$ cat config.mk
export PLATFORM = sky130hd
export DESIGN_NAME = pl_ifid_fq
export DESIGN_NICKNAME = d
export VERILOG_FILES = /design/src/rtl/pl_ifid_fq.sv
export SDC_FILE = /design/constraint.sdc
export NUM_CORES = 1
export LEC_CHECK = 0
export ABC_CLOCK_PERIOD_IN_PS = 3700
export CAP_MARGIN = 20
export CELL_PAD_IN_SITES_DETAIL_PLACEMENT = 1
export CELL_PAD_IN_SITES_GLOBAL_PLACEMENT = 1
export CORE_MARGIN = 2
export CORE_UTILIZATION = 41
export DETAILED_ROUTE_END_ITERATION = 10
export PLACE_DENSITY_LB_ADDON = 0.1
export SLEW_MARGIN = 20
export SYNTH_ARGS = -nofsm -noshare
export SYNTH_HDL_FRONTEND = slang
export SYNTH_SLANG_ARGS = --single-unit
$ cat constraint.sdc
create_clock -name clk -period 3.7 [get_ports clk]
set_clock_uncertainty 0.15 [all_clocks]
set_input_delay 0.555 -clock clk [delete_from_list [all_inputs] [get_ports clk]]
set_output_delay 0.555 -clock clk [all_outputs]
set_load 0.1 [all_outputs]
$ cat src/rtl/pl_ifid_fq.sv
// pl_ifid_fq: IF/ID stage with fetch queue; ports: fetch handshake in, decode-head peek out, IFID_* pipeline register out
module pl_ifid_fq #(
  parameter int PROG_CTR_WID = 10,
  parameter int NUM_DOMAINS = 1,
  parameter int FQ_DEPTH = 4
) (
  input  logic                          clk,
  input  logic                          rst,
  input  logic                          instr_valid_in,
  input  logic [15:0]                   instr_in,
  input  logic [PROG_CTR_WID-1:0]       instr_pc_in,
  output logic                          fetch_ready,
  input  logic                          stall_ID,
  input  logic                          branch_taken_EX,
  input  logic [NUM_DOMAINS*8-1:0]      op1_data,
  input  logic [NUM_DOMAINS*8-1:0]      op2_data,
  output logic [2:0]                    op1_addr_IFID,
  output logic [2:0]                    op2_addr_IFID,
  output logic                          load_true_IFID,
  output logic [$clog2(FQ_DEPTH):0]     fq_count,
  output logic                          IFID_valid,
  output logic [4:0]                    IFID_opcode,
  output logic [2:0]                    IFID_res_addr,
  output logic [2:0]                    IFID_op1_addr,
  output logic [2:0]                    IFID_op2_addr,
  output logic [7:0]                    IFID_imm,
  output logic [7:0]                    IFID_st_addr,
  output logic [PROG_CTR_WID-1:0]       IFID_br_tgt,
  output logic [PROG_CTR_WID-1:0]       IFID_pc,
  output logic                          IFID_wr_rf,
  output logic                          IFID_is_jump,
  output logic                          IFID_is_uncond,
  output logic                          IFID_is_store,
  output logic                          IFID_is_load,
  output logic                          IFID_ld_imm,
  output logic [NUM_DOMAINS*8-1:0]      op1_dout_IFID,
  output logic [NUM_DOMAINS*8-1:0]      op2_dout_IFID
);
  localparam int PW = $clog2(FQ_DEPTH);
  localparam int CW = PW + 1;
  localparam int DW = NUM_DOMAINS * 8;
  localparam int RW = 5 + 3 + 3 + 3 + 8 + 8 + 2 * PROG_CTR_WID + 6 + 2 * DW;
  localparam logic [CW-1:0] FULL = CW'(FQ_DEPTH);
  logic [15:0]             instr_mem [FQ_DEPTH];
  logic [PROG_CTR_WID-1:0] pc_mem [FQ_DEPTH];
  logic [PW-1:0]           wr_ptr_q, rd_ptr_q;
  logic [CW-1:0]           count_q, count_d;
  logic                    valid_q;
  logic [RW-1:0]           ifid_q, ifid_d;
  logic                    push, pop, head_vld;
  logic [15:0]             head;
  logic [4:0]              opc;
  logic                    wr_rf, is_jump, is_unc, is_st, is_ld, is_ldi;
  assign fetch_ready = (count_q < FULL) && !rst;
  // a flush swallows any push offered in the same cycle
  assign push = instr_valid_in && fetch_ready && !branch_taken_EX;
  assign pop = head_vld && !stall_ID && !branch_taken_EX;
  always_comb begin
    head = instr_mem[rd_ptr_q];
    head_vld = count_q != '0;
    opc = head[15:11];
    wr_rf = opc inside {[5'h01:5'h06], [5'h0A:5'h0C], 5'h08, 5'h12};
    is_jump = opc inside {5'h07, [5'h0E:5'h11]};
    is_unc = opc == 5'h07;
    is_st = opc == 5'h09;
    is_ld = opc == 5'h08;
    is_ldi = opc == 5'h12;
    count_d = count_q + CW'(push) - CW'(pop);
    ifid_d = {opc, head[10:8], head[2:0], head[6:4], head[7:0], head[10:3],
              PROG_CTR_WID'(head[9:0]), pc_mem[rd_ptr_q],
              wr_rf, is_jump, is_unc, is_st, is_ld, is_ldi, op1_data, op2_data};
  end
  assign op1_addr_IFID = head_vld ? head[2:0] : 3'd0;
  assign op2_addr_IFID = head_vld ? head[6:4] : 3'd0;
  assign load_true_IFID = head_vld && is_ld;
  assign fq_count = count_q;
  assign IFID_valid = valid_q;
  assign {IFID_opcode, IFID_res_addr, IFID_op1_addr, IFID_op2_addr, IFID_imm, IFID_st_addr,
          IFID_br_tgt, IFID_pc, IFID_wr_rf, IFID_is_jump, IFID_is_uncond, IFID_is_store,
          IFID_is_load, IFID_ld_imm, op1_dout_IFID, op2_dout_IFID} = ifid_q;
  always_ff @(posedge clk) begin
    if (push) begin
      instr_mem[wr_ptr_q] <= instr_in;
      pc_mem[wr_ptr_q] <= instr_pc_in;
    end
  end
  always_ff @(posedge clk) begin
    if (rst) begin
      wr_ptr_q <= '0;
      rd_ptr_q <= '0;
      count_q <= '0;
      valid_q <= 1'b0;
      ifid_q <= '0;
    end else if (branch_taken_EX) begin
      wr_ptr_q <= '0;
      rd_ptr_q <= '0;
      count_q <= '0;
      valid_q <= 1'b0;
    end else begin
      if (push) wr_ptr_q <= wr_ptr_q + 1'b1;
      if (pop) begin
        rd_ptr_q <= rd_ptr_q + 1'b1;
        ifid_q <= ifid_d;
      end
      // an empty, unstalled queue inserts a bubble; fields other than valid hold
      if (!stall_ID) valid_q <= head_vld;
      count_q <= count_d;
    end
  end
endmodule

==> metrics.txt <==
clock latency on the worst-skew pair=0.41 ns; cell count after synthesis=446; cells resized by post-CTS repair=0; area taken by multi-input logic gates=0.001609 mm2; Crit path largest cell delay=0.75 ns; worst r2r dst=fq_count[2]$_SDFF_PP0_; first-pass GRT wire length=22.09 mm; initial antenna violation count=0; min cycle time layout=3.257 ns; wire per inst=18.59 um; critical path capture point type=output pin; Die W=127.1 um; CTS Root Cell=clkbuf_16; Std-Cell Rows=44; Netlist cell types=31; Vias per Instance=5.100; Starting Density=0.4240; Synth top area share=0.5030; Num CTS Buffers=17; # IOs=131; Leakage=2.659 nW; fin nets=609; Cell Chain, Critical Path=mux4_1, nor3b_1, and3_1, buf_12; Worst EP arrival=2.55 ns; Layout fillers=1,425; Top Usage Layer GRT=met2; R2R depth=10; DR DRC count=0; register area=0.004284 mm2; outcome=completed; number of H-tree levels=4; Die Y-Extent=127.1 um; Rel. slew slack=0.3222; die area=0.01614 mm2; worst-margin pin slew=1.014 ns; final wirelength=13.98 mm; Peak Freq=307.1 MHz; synthesized area=0.006208 mm2; Post-DP HPWL=8.663 mm; Slowest cell on crit path=mux4_1; Hold Path Sink=ifid_q[18]$_SDFFE_PP0P_; worst-case vdd ir drop=0.2881 mV; RSZ-0062 raised after global routing=false; final slew viol count=0; Reg clk slew, reported paths=0.06 ns; Layout area overhead=30.09%; met1 Track Usage GR=0.2204; drt first pass iters=4; Routed Antenna Nets=0; Hold Crit Class=reg2reg; utilization after layout=0.5515; core area=0.01464 mm2; Worst EP required=2.99 ns; Total GRT Usage=0.1829; Crit path buffers/inverters=1; Post-CTS Hold Fix Bufs=0; largest net degree at the start of global routing=51; grt ovf=0; crit path kind=reg2out; CP startpoint kind=flip-flop; maximum clock path buffer count=2; post-synthesis sequential area ratio=0.6900; Max FO, Critical Path=7; Syn Nets=500; share of layout cells above drive strength 1=0.1285; drt initial violations=171; Ant. Diodes=0; total power=3.865 mW; clk sinks=162; CTS tree=built; via count=3,835; WHS Path Cells=2; r2r setup slk=1.03 ns; critical path's top delay family=multiplexers; final period utilization=0.8802; synth top area cells=edfxtp_1 50%, dfxtp_1 19%, mux4_2 8.3%, nand2_1 5.4%, a21oi_1 4.0%; Global Route met2 Usage=0.3185; Final Setup Violations=0; maxcap violations=0; HP Start=ifid_q[18]$_SDFFE_PP0P_; Ys Warns=0; syn_area_per_cell=13.92 um2; R2R Path Start=fq_count[1]$_SDFF_PP0_; leading area contributor after synthesis=edfxtp_1; vias in the first global route=4,097; final hold vios=0; Setup Buffers After CTS=0; port bufs=130; Power Density=478.6 mW/mm2; Final GP Congestion=0.7151; setup TNS=0 ns; post-synthesis register bit count=162; routing usage on met3=0.04648
cells by family after synthesis:
| kind of cell | count (synthesis) | synth area share |
|---|---|---|
| compound gates | 54 | 0.04615 |
| flops | 162 | 0.6900 |
| fa+ha+maj | 7 | 0.01532 |
| xor+xnor | 5 | 0.007053 |
| simple gates | 136 | 0.09412 |
| buf+inv | 56 | 0.05119 |
| mux | 26 | 0.09613 |
cell usage in the layout (no fill, tap or decap), types with 2 or more instances in the layout:
cell type and count:
a211oi_1 2, a21oi_1 50, and2_1 9, and3_1 5, buf_4 16, bufinv_16 2
clkbuf_1 3, clkbuf_16 17, clkbuf_8 2, clkdlybuf4s50_1 121, clkinv_2 5, dfxtp_1 58
edfxtp_1 104, ha_1 6, inv_1 6, mux4_1 3, mux4_2 23, nand2_1 88
nand3_1 3, nor2_1 17, nor2b_1 2, nor3_1 2, or3_1 3, xnor2_1 4
power breakdown:
group / switching [mW] / internal (mW) / leakage, nW
clock network: 0.663 / 1.02 / 0.285
logic: 0.147 / 0.0810 / 0.967
registers: 0.00838 / 1.94 / 1.41
layer usage:
layer,wire [um],vias to the layer above
met1,5978,1906
met5,0,-
met3,714,18
met2,7030,119
li1,-,1792
met4,253,0
flip-flops by register name, summed over array words and instances (netlist names), named ones only:
register / count
wr_ptr_q: 2
instr_mem: 64
pc_mem: 40
fq_count: 3
IFID_valid: 1
rd_ptr_q: 2
ifid_q: 48
worst min-delay path: stages (launching register included):
cell and delay [ns]:
dfxtp_1 0.31, nand2_1 0.05, a21oi_1 0.05
cell type report:
cell class | instances | share of cell area
clock buffers | 22 | 0.05747
multi-input cells | 228 | 0.1992
clock inverters | 10 | 0.01317
well taps | 184 | 0.02851
inverters | 7 | 0.003253
flip-flops and latches | 162 | 0.5304
repair buffers | 139 | 0.1679
through the flow:
step | worst slack (ns) | hold WS [ns] | std cells | area (um2)
6_report | 0.4432 | 0.3051 | 752 | 8077
3_5_place_dp | 0.5339 | 0.3019 | 720 | 7506
4_1_cts | 0.4021 | 0.3105 | 752 | 8077
2_1_floorplan | 0.3660 | 0.3882 | 446 | 6208
5_1_grt | 0.3014 | 0.3309 | 752 | 8077
3_3_place_gp | 0.6274 | 0.2928 | 720 | 7506
worst max path at each step:
stage | endpoint | start | cells past startpoint | slack (ns)
final | load_true_IFID | flip-flop | 4 | 0.44
after global routing | load_true_IFID | flip-flop | 4 | 0.30
after CTS | load_true_IFID | flip-flop | 4 | 0.40
after detailed placement | fq_count[2]$_SDFF_PP0_ | instr_valid_in | 11 | 0.53
after global placement | fq_count[2]$_SDFF_PP0_ | instr_valid_in | 11 | 0.63
after floorplan | fq_count[2]$_SDFF_PP0_ | fq_count[1]$_SDFF_PP0_ | 13 | 0.37
synthesized netlist by cell type:
cell,instances
a211oi_1,2
a211oi_2,1
a21oi_1,50
and2_1,9
and3_1,5
buf_2,8
buf_4,24
buf_6,1
clkbuf_1,16
dfxtp_1,58
edfxtp_1,104
fa_1,1
ha_1,6
inv_1,7
mux4_1,3
mux4_2,23
nand2_1,89
nand2b_1,1
nand3_1,3
nand4_1,1
nand4b_1,1
nor2_1,17
nor2b_1,2
nor3_1,2
nor3b_1,1
o32ai_1,1
or2_2,1
or3_1,3
or4_1,1
xnor2_1,4
xor2_1,1
Note: power is estimated with default switching activity, not from simulation.
